File: src/rtl/hls_fp32_sub_pkg.sv
// Shared types and constants for the HLS fp32 sub core channel interfaces.
package hls_fp32_sub_pkg;
  localparam int FP32_W    = 32;
  localparam int CHN_DEPTH = 2;

  typedef logic [FP32_W-1:0] fp32_t;
  typedef logic [1:0]        chn_cnt_t;
endpackage

File: src/rtl/hls_fp32_sub_core_chn_o_rsci_skid_if.sv
// chn_o handshake bundle: core-side write port plus downstream valid/ready port.
interface hls_fp32_sub_core_chn_o_rsci_skid_if;
  logic                     core_wen;
  logic                     chn_o_rsci_oswt;
  hls_fp32_sub_pkg::fp32_t  chn_o_rsci_d;
  logic                     chn_o_rsci_bawt;
  logic                     chn_o_rsci_wen_comp;
  hls_fp32_sub_pkg::fp32_t  chn_o_rsc_z;
  logic                     chn_o_rsc_lz;
  logic                     chn_o_rsc_vz;

  modport master (
    output core_wen, chn_o_rsci_oswt, chn_o_rsci_d, chn_o_rsc_vz,
    input  chn_o_rsci_bawt, chn_o_rsci_wen_comp, chn_o_rsc_z, chn_o_rsc_lz
  );
  modport slave (
    input  core_wen, chn_o_rsci_oswt, chn_o_rsci_d, chn_o_rsc_vz,
    output chn_o_rsci_bawt, chn_o_rsci_wen_comp, chn_o_rsc_z, chn_o_rsc_lz
  );
endinterface

File: src/rtl/hls_fp32_sub_chn_o_skid_buf.sv
// Two-entry skid FIFO: storage, 1-bit wrapping pointers and occupancy count.
module hls_fp32_sub_chn_o_skid_buf
  import hls_fp32_sub_pkg::*;
(
  input  logic  clk,
  input  logic  rst,
  input  logic  push,
  input  logic  pop,
  input  fp32_t wdata,
  output logic  full,
  output logic  empty,
  output fp32_t head
);
  fp32_t    mem_q [CHN_DEPTH];
  fp32_t    mem_d [CHN_DEPTH];
  logic     rd_ptr_q, rd_ptr_d;
  logic     wr_ptr_q, wr_ptr_d;
  chn_cnt_t count_q, count_d;

  always_comb begin
    mem_d    = mem_q;
    rd_ptr_d = rd_ptr_q;
    wr_ptr_d = wr_ptr_q;
    count_d  = count_q;
    if (push) begin
      mem_d[wr_ptr_q] = wdata;
      wr_ptr_d        = ~wr_ptr_q;
    end
    if (pop) rd_ptr_d = ~rd_ptr_q;
    if (push && !pop)      count_d = count_q + 2'd1;
    else if (pop && !push) count_d = count_q - 2'd1;
  end

  always_ff @(posedge clk) begin
    if (rst) begin
      for (int i = 0; i < CHN_DEPTH; i++) mem_q[i] <= '0;
      rd_ptr_q <= 1'b0;
      wr_ptr_q <= 1'b0;
      count_q  <= '0;
    end else begin
      mem_q    <= mem_d;
      rd_ptr_q <= rd_ptr_d;
      wr_ptr_q <= wr_ptr_d;
      count_q  <= count_d;
    end
  end

  assign full  = (count_q == chn_cnt_t'(CHN_DEPTH));
  assign empty = (count_q == '0);
  // When empty, the slot behind rd_ptr is the last entry popped, so z holds its value.
  assign head  = empty ? mem_q[~rd_ptr_q] : mem_q[rd_ptr_q];
endmodule

File: src/rtl/hls_fp32_sub_core_chn_o_rsci.sv
// chn_o output interface of the fp32 sub core with a 2-entry skid buffer.
// Optional stall counter port enabled by defining FP32_SUB_CHN_O_PERF_EN.
module hls_fp32_sub_core_chn_o_rsci_skid
  import hls_fp32_sub_pkg::*;
(
  input  logic nvdla_core_clk,
  input  logic nvdla_core_rst,
  hls_fp32_sub_core_chn_o_rsci_skid_if.slave chn
`ifdef FP32_SUB_CHN_O_PERF_EN
  ,output logic [15:0] chn_o_stall_cnt
`endif
);
  logic  full, empty, push, pop;
  fp32_t head;

  // bawt and lz depend only on buffer state, keeping vz/oswt off the return paths.
  assign push = chn.core_wen & chn.chn_o_rsci_oswt & ~full;
  assign pop  = ~empty & chn.chn_o_rsc_vz;

  hls_fp32_sub_chn_o_skid_buf u_buf (
    .clk   (nvdla_core_clk),
    .rst   (nvdla_core_rst),
    .push  (push),
    .pop   (pop),
    .wdata (chn.chn_o_rsci_d),
    .full  (full),
    .empty (empty),
    .head  (head)
  );

  assign chn.chn_o_rsci_bawt     = ~full;
  assign chn.chn_o_rsci_wen_comp = ~chn.chn_o_rsci_oswt | ~full;
  assign chn.chn_o_rsc_lz        = ~empty;
  assign chn.chn_o_rsc_z         = head;

`ifdef FP32_SUB_CHN_O_PERF_EN
  logic [15:0] stall_cnt_q, stall_cnt_d;

  always_comb begin
    stall_cnt_d = stall_cnt_q;
    if (~empty && ~chn.chn_o_rsc_vz && stall_cnt_q != 16'hFFFF)
      stall_cnt_d = stall_cnt_q + 16'd1;
  end

  always_ff @(posedge nvdla_core_clk) begin
    if (nvdla_core_rst) stall_cnt_q <= '0;
    else                stall_cnt_q <= stall_cnt_d;
  end

  assign chn_o_stall_cnt = stall_cnt_q;
`endif
endmodule
File: src/flat_wrapper.sv
// flat-port wrapper written by rule: the top's interface ports become plain ports
module hls_fp32_sub_core_chn_o_rsci_skid_flat import hls_fp32_sub_pkg::*;
  (nvdla_core_clk, nvdla_core_rst, chn_core_wen, chn_chn_o_rsci_oswt, chn_chn_o_rsci_d, chn_chn_o_rsc_vz, chn_chn_o_rsci_bawt, chn_chn_o_rsci_wen_comp, chn_chn_o_rsc_z, chn_chn_o_rsc_lz);
  hls_fp32_sub_core_chn_o_rsci_skid_if chn_i ();
  input  logic nvdla_core_clk;
  input  logic nvdla_core_rst;
  input wire logic [$bits(chn_i.core_wen)-1:0] chn_core_wen;
  input wire logic [$bits(chn_i.chn_o_rsci_oswt)-1:0] chn_chn_o_rsci_oswt;
  input wire logic [$bits(chn_i.chn_o_rsci_d)-1:0] chn_chn_o_rsci_d;
  input wire logic [$bits(chn_i.chn_o_rsc_vz)-1:0] chn_chn_o_rsc_vz;
  output wire logic [$bits(chn_i.chn_o_rsci_bawt)-1:0] chn_chn_o_rsci_bawt;
  output wire logic [$bits(chn_i.chn_o_rsci_wen_comp)-1:0] chn_chn_o_rsci_wen_comp;
  output wire logic [$bits(chn_i.chn_o_rsc_z)-1:0] chn_chn_o_rsc_z;
  output wire logic [$bits(chn_i.chn_o_rsc_lz)-1:0] chn_chn_o_rsc_lz;
  assign chn_i.core_wen = chn_core_wen;
  assign chn_i.chn_o_rsci_oswt = chn_chn_o_rsci_oswt;
  assign chn_i.chn_o_rsci_d = chn_chn_o_rsci_d;
  assign chn_i.chn_o_rsc_vz = chn_chn_o_rsc_vz;
  assign chn_chn_o_rsci_bawt = chn_i.chn_o_rsci_bawt;
  assign chn_chn_o_rsci_wen_comp = chn_i.chn_o_rsci_wen_comp;
  assign chn_chn_o_rsc_z = chn_i.chn_o_rsc_z;
  assign chn_chn_o_rsc_lz = chn_i.chn_o_rsc_lz;
  hls_fp32_sub_core_chn_o_rsci_skid u_core (.nvdla_core_clk(nvdla_core_clk), .nvdla_core_rst(nvdla_core_rst), .chn(chn_i));
endmodule
File: config.mk
export PLATFORM = sky130hd
export DESIGN_NAME = hls_fp32_sub_core_chn_o_rsci_skid_flat
export DESIGN_NICKNAME = d
export VERILOG_FILES = /design/src/rtl/hls_fp32_sub_pkg.sv /design/src/rtl/hls_fp32_sub_core_chn_o_rsci_skid_if.sv /design/src/rtl/hls_fp32_sub_chn_o_skid_buf.sv /design/src/rtl/hls_fp32_sub_core_chn_o_rsci.sv /design/src/flat_wrapper.sv
export SDC_FILE = /design/constraint.sdc
export NUM_CORES = 1
export LEC_CHECK = 0
export BUFFER_PORTS_ARGS = -buffer_cell sky130_fd_sc_hd__buf_2
export CORE_AREA = 3 3 89 91
export DETAILED_ROUTE_END_ITERATION = 10
export DIE_AREA = 0 0 92 94
export PLACE_DENSITY_LB_ADDON = 0.12
export SETUP_SLACK_MARGIN = 0.5
export SLEW_MARGIN = 20
export SYNTH_ARGS = -nofsm -noshare
export SYNTH_HDL_FRONTEND = slang
export SYNTH_SLANG_ARGS = --single-unit
File: constraint.sdc
create_clock -name nvdla_core_clk -period 2.2 [get_ports nvdla_core_clk]
set_input_delay 0.44 -clock nvdla_core_clk [delete_from_list [all_inputs] [get_ports nvdla_core_clk]]
set_output_delay 0.44 -clock nvdla_core_clk [all_outputs]
set_load 0.02 [all_outputs]
-- Word level (Yosys, flattened, before mapping)
Cells that the tools add are included.
- logic and storage cells: 43
- bits of input ports: 37
- register bits after elaboration: 68
- output and inout port bits: 35
- mux-type cells: 12
- bitwise logic cells: 12
- eq/ne operators: 1
- reductions and logical operators: 7
- magnitude comparators: 4
- $add $sub $neg: 2
- operators by type and width (operator ; number):
    $mux 32 ; 8
    $bwmux 64 ; 1
    $demux 32 s1 ; 1
    $ge 2x2->1 const B ; 3
    $not 1->2 ; 3
    $not 1->1 ; 5
    $mux 2 ; 2
    $and 1x1->1 ; 3
    $logic_and 1x1->1 ; 3
    $add 2x1->2 const B ; 1
    $eq 2x2->1 const B ; 1
    $logic_not 1->1 ; 2
    $logic_not 2->1 ; 1
    $lt 2x1->1 const B ; 1
    $reduce_bool 2->1 ; 1
    $sub 2x1->2 const B ; 1
    $or 1x1->1 ; 1

-- Logic depth before layout (Yosys ltp)
- depth in word-level cells: 7
- depth in mapped cells: 6
- mapped depth without buffers: 6

-- By module
A second synthesis with hierarchy kept.
- cell total of the unflattened synthesis: 342
- area total of the unflattened synthesis: 2940.3 um2
- by module, submodules not included (module ; cells each ; area each (um2) ; instances ; seq. area each (um2)):
    hls_fp32_sub_chn_o_skid_buf ; 337 ; 2914.0 ; 1 ; 1361.3
    hls_fp32_sub_core_chn_o_rsci_skid ; 5 ; 26.3 ; 1 ; 0.0

-- Worst setup path after synthesis
No wires, ideal clock.
- path kind: register to output
- from: register u_core.u_buf.count_q[0]
- to: output port chn_chn_o_rsc_z[0]
- arrival time: 1.542 ns
- stages on the path, launching flop included: 5
- buffers on the path: 1
- setup slack: 0.218 ns
- data required time: 1.760 ns
- path through: dfxtp_1 > or2_1 > xor2_2 > buf_4 > mux2_1
- word-level cells in the longest chain between the ends: 2
- ends and longest elaborated chain (element ; RTL line ; RTL):
    from (decl) ; hls_fp32_sub_chn_o_skid_buf.sv:18 ; chn_cnt_t count_q, count_d;
    from (signal assigned) ; hls_fp32_sub_chn_o_skid_buf.sv:44 ; count_q <= count_d;
    $logic_not 2->1 ; hls_fp32_sub_chn_o_skid_buf.sv:49 ; assign empty = (count_q == '0);
    $mux 32 ; hls_fp32_sub_chn_o_skid_buf.sv:51 ; assign head = empty ? mem_q[~rd_ptr_q] : mem_q[rd_ptr_q];
    to (decl) ; flat_wrapper.sv:13 ; output wire logic [$bits(chn_i.chn_o_rsc_z)-1:0] chn_chn_o_rsc_z;
No other way between the ends.

-- Final worst setup path
- from: register u_core.u_buf.count_q[1]
- to: output port chn_chn_o_rsc_z[27]
The elaborated chain is that of the path after synthesis.

==> reports/results.env <==
FINAL-MAX-SLEW-VIOLATION-COUNT=0
CTSHTREEMAXLEVEL=3
GROUTE.USAGE.OVERALL=0.164
SYNTH_TOP_CELL_AREA_SHARE=0.420
WORST_MIN_DELAY_PATH_STARTPOINT='chn_chn_o_rsci_d[24]'
DESIGN.FINAL.NETS=417
YS_TOP_CELLS_BY_COUNT='96 x sky130_fd_sc_hd__nand2b_1, 68 x sky130_fd_sc_hd__dfxtp_1, 64 x sky130_fd_sc_hd__mux2i_1, 32 x sky130_fd_sc_hd__mux2_1, 12 x sky130_fd_sc_hd__clkbuf_1'
GRT-OVFL-TOTAL=0
TIMING.FINAL.WS_SETUP_PS=-105
REPORT.FINAL.SETUP_VIOL=32
POSTSYNTH.TOPFLOPCELL='sky130_fd_sc_hd__dfxtp_1'
YOSYSUNIQUECELLTYPES=22
POWER.STATIC_LEAKAGE_uW=0.00195
WORSTHOLDENDPOINT='u_core.u_buf.mem_q[56]$_SDFFE_PP0P_'
DRV_CAP=0
GRT_PASS1_VIAS=2345
CLK_PATH_BUF_DEPTH=2
SYNTH-SEQ-CELLS=68
GRT_MAX_DEGREE=101
FIN_CRIT_PS=2310
RSZ0062_AT_GRT='yes'
FP-ROW-COUNT=31
SHARE_OF_TOTAL_POWER_IN_THE_CLOCK_NETWORK=0.230
DRT.ANTENNA.VIOLATING_NETS=0
INITIAL_CORE_UTIL=0.449
REG2REG_SLACK_PS=560
CTS_ROOT_BUF='sky130_fd_sc_hd__clkbuf_8'
GRT_ANTENNA_BEFORE_REPAIR=0
P_SW_FRAC=0.317
REG2REG_FROM='u_core.u_buf.count_q[0]$_SDFFE_PP0P_'
SETUP.WORST_PATH.CLASS='flip-flop to output port'
FF_TO_FF_END='u_core.u_buf.count_q[1]$_SDFFE_PP0P_'
WORST_CASE_HOLD_SLACK_PS=388
DRIVE_ABOVE_1_SHARE=0.365
PLACE.DETAILED.HPWL_UM=4010
TIMING_WORST_SLEW_PIN_VALUE_PS=566
DRT-PASS1-ITER-COUNT=4
TRITONCTS='yes'
POWER.SHARE.COMBINATIONAL=0.499
P_SW_uW=1650
DRT-VIAS-PER-INSTANCE=4.65
SYN-CELL-AREA_UM2=3240
ROUTE.DETAILED.WL_PER_INST_UM=14.1
CORE_AREA_UM2=7210
YS_TOP_CELLS_BY_AREA='sky130_fd_sc_hd__dfxtp_1 42%, sky130_fd_sc_hd__mux2i_1 20%, sky130_fd_sc_hd__nand2b_1 19%'
MIN-DELAY-PATH-CLASS='input pin to flip-flop'
TOTAL_DRC_ERRORS_IN_THE_ROUTED_LAYOUT=0
LAYOUT_AREA_GROWTH_OVER_SYNTHESIS_PCT=36.9
CRIT_PATH_TOP_DELAY_CELL='sky130_fd_sc_hd__dfxtp_2'
HOLDBUFCOUNTCTS=0
BOUNDARYPINS=72
DIODES=0
GRT_FIRST_PASS_WIRELENGTH_UM=11200
COUNT_OF_FLIP_FLOPS_WITH_A_BUILT_IN_ENABLE_AFTER_SYNTHESIS=0
CTS.SINK_COUNT=68
CP_NUM_BUF_INV=3
FINALWEIGHTEDCONGESTION=0.810
CTS_INSERTED_BUFFERS=9
CHIPHEIGHT_UM=94
POST_SYNTHESIS_INSTANCE_TOTAL=304
SYNTHESIS.NETS=342
SYNTH.YOSYS.SEQ_AREA_SHARE=0.420
DIE_W_UM=92
DRTITER0DRC=64
CRITICAL_PATH.MAX_STAGE_DELAY_PS=330
TIMING.FMAX_MHz=434
CELLPOWERDENSITY_nW_PER_UM2=1170
INTERNAL_POWER_uW=3550
FAILED_CHECKS='setup timing'
CRITICAL_PATH.MAX_FANOUT=5
CLK-INSERTION-DELAY-LATE_PS=330
WORST_SETUP_HOLD_PATH_CLK_SLEW_PS=70
TIMING.SLEW.HEADROOM=0.619
CP_CELL_SEQUENCE='or2_4 -> xor2_4 -> buf_8 -> clkbuf_16 -> mux2_4 -> buf_6'
REPORT.FINAL.HOLD_VIOL_COUNT=0
SETUP_SKEW_AFTER_LAYOUT_PS=9.36
SYNTH_ASYNC_SR_FLOP_SHARE=0
SYN_AREA_PER_CELL_UM2=10.7
ROUTE.VIAS.TOTAL=2246
WORST_EP_REQUIRED_TIME_PS=1760
STATUS='finished with violations'
PORT_BUFS=71
TIMING.REG2REG.WORST_PATH_DEPTH=5
SYNTHESIS.YOSYS.WARNINGS=0
DIE_AREA_UM2=8650
POWER.SHARE.SEQUENTIAL=0.271
CRITICAL_PATH_ARRIVAL_PS=1870
FIN_TNS_SETUP_PS=-2370
WORST_SETUP_PATH_START_KIND='flip-flop'
HOLD_PATH_DEPTH=3
CPLARGESTDELAYFAMILY='buffers and inverters'
FINALWIRELENGTH_UM=6810
LIBRARY_CELL_WITH_THE_LARGEST_SUMMED_AREA_AFTER_SYNTHESIS='sky130_fd_sc_hd__dfxtp_1'
WORST_IR_DROP_VDD_uV=665
FIN_CRIT_SH=1.05
END_KIND='output port'
YOSYSMOSTFREQUENTCELL='sky130_fd_sc_hd__nand2b_1'
## routing by layer
metal / vias up / global-route usage / wire length, µm
met1: 1034 / 0.205 / 3240
li1: 1163 / - / -
met4: 0 / 0.0705 / 74
met3: 6 / 0.0321 / 265
met2: 43 / 0.277 / 3230
met5: - / 0 / 0
## worst max path at each step
stage                                                     from                  end  cells past startpoint
after floorplan           u_core.u_buf.count_q[0]$_SDFFE_PP0P_   chn_chn_o_rsc_z[0]                      4
after global placement    u_core.u_buf.count_q[1]$_SDFFE_PP0P_  chn_chn_o_rsc_z[31]                      5
after detailed placement  u_core.u_buf.count_q[1]$_SDFFE_PP0P_  chn_chn_o_rsc_z[23]                      5
after CTS                 u_core.u_buf.count_q[0]$_SDFFE_PP0P_  chn_chn_o_rsc_z[29]                      6
after global routing      u_core.u_buf.count_q[1]$_SDFFE_PP0P_  chn_chn_o_rsc_z[27]                      6
final                     u_core.u_buf.count_q[1]$_SDFFE_PP0P_  chn_chn_o_rsc_z[27]                      6
## through the flow
stage	util	area, µm²	total power (µW)	instances	worst slack (ps)
after global routing	0.614	4430	5430	483	-150
after global placement	0.528	3810	3060	458	266
after detailed placement	0.528	3810	3080	458	236
after floorplan	-	3380	2750	304	397
final	0.614	4430	5200	483	-105
after CTS	0.591	4260	4910	480	-123
## power by group through the flow
stage	sequential [µW]	clock, µW	combinational [µW]
after floorplan	1420	0	1330
after global placement	1440	0	1620
after detailed placement	1440	0	1640
after CTS	1410	1230	2270
after global routing	1420	1280	2730
final	1410	1200	2590
## flip-flops by register name, indices dropped and copies added, names as in the netlist
register / flops
u_core.u_buf.rd_ptr_q: 1
u_core.u_buf.wr_ptr_q: 1
u_core.u_buf.mem_q: 64
u_core.u_buf.count_q: 2
## cells in the final DEF (no fill, tap or decap), types with 2 or more instances in the layout
cell type	count
sky130_fd_sc_hd__buf_2	38
sky130_fd_sc_hd__clkbuf_8	12
sky130_fd_sc_hd__buf_16	2
sky130_fd_sc_hd__bufinv_16	2
sky130_fd_sc_hd__clkbuf_16	2
sky130_fd_sc_hd__a21oi_1	2
sky130_fd_sc_hd__buf_12	4
sky130_fd_sc_hd__buf_6	34
sky130_fd_sc_hd__mux2i_1	64
sky130_fd_sc_hd__buf_4	4
sky130_fd_sc_hd__dfxtp_1	66
sky130_fd_sc_hd__o21ai_0	3
sky130_fd_sc_hd__nand2b_1	96
sky130_fd_sc_hd__xor2_1	3
sky130_fd_sc_hd__mux2_4	32
sky130_fd_sc_hd__nand2_1	2
sky130_fd_sc_hd__nor2_1	3
## cells by family (layout without fill, tap and decap cells)
group | Yosys count | after routing | synth area share
AO/OA/AOI/OAI | 5 | 5 | 0.00773
buffers and inverters | 22 | 102 | 0.0386
XOR/XNOR | 4 | 4 | 0.0131
multiplexers | 96 | 96 | 0.309
AND/OR/NAND/NOR | 108 | 108 | 0.207
flip-flops | 68 | 68 | 0.420
adder cells (fa/ha/maj) | 1 | 1 | 0.00386
## tightest hold or removal path, delay by kind of cell
kind                   cells  cell delay [ps]
multiplexers               1               60
AND/OR/NAND/NOR            1               70
buffers and inverters      1              100
## cell type report
cell class / instances / area, µm²
Clock buffer: 13 / 169
Clock inverter: 3 / 67.6
Fill cell: 611 / 2780
Inverter: 1 / 3.75
Multi-Input combinational cell: 214 / 1900
Sequential cell: 68 / 1370
Tap cell: 99 / 124
Timing Repair Buffer: 85 / 803
## timing repair
action                                  in CTS  in global routing
resized for setup                           43                 37
gates cloned                                 2                  2
setup buffers                                4                  1
endpoints found under the setup margin      36                 34
pin swaps                                    1                  1
Power figures use the tool's default switching activity.
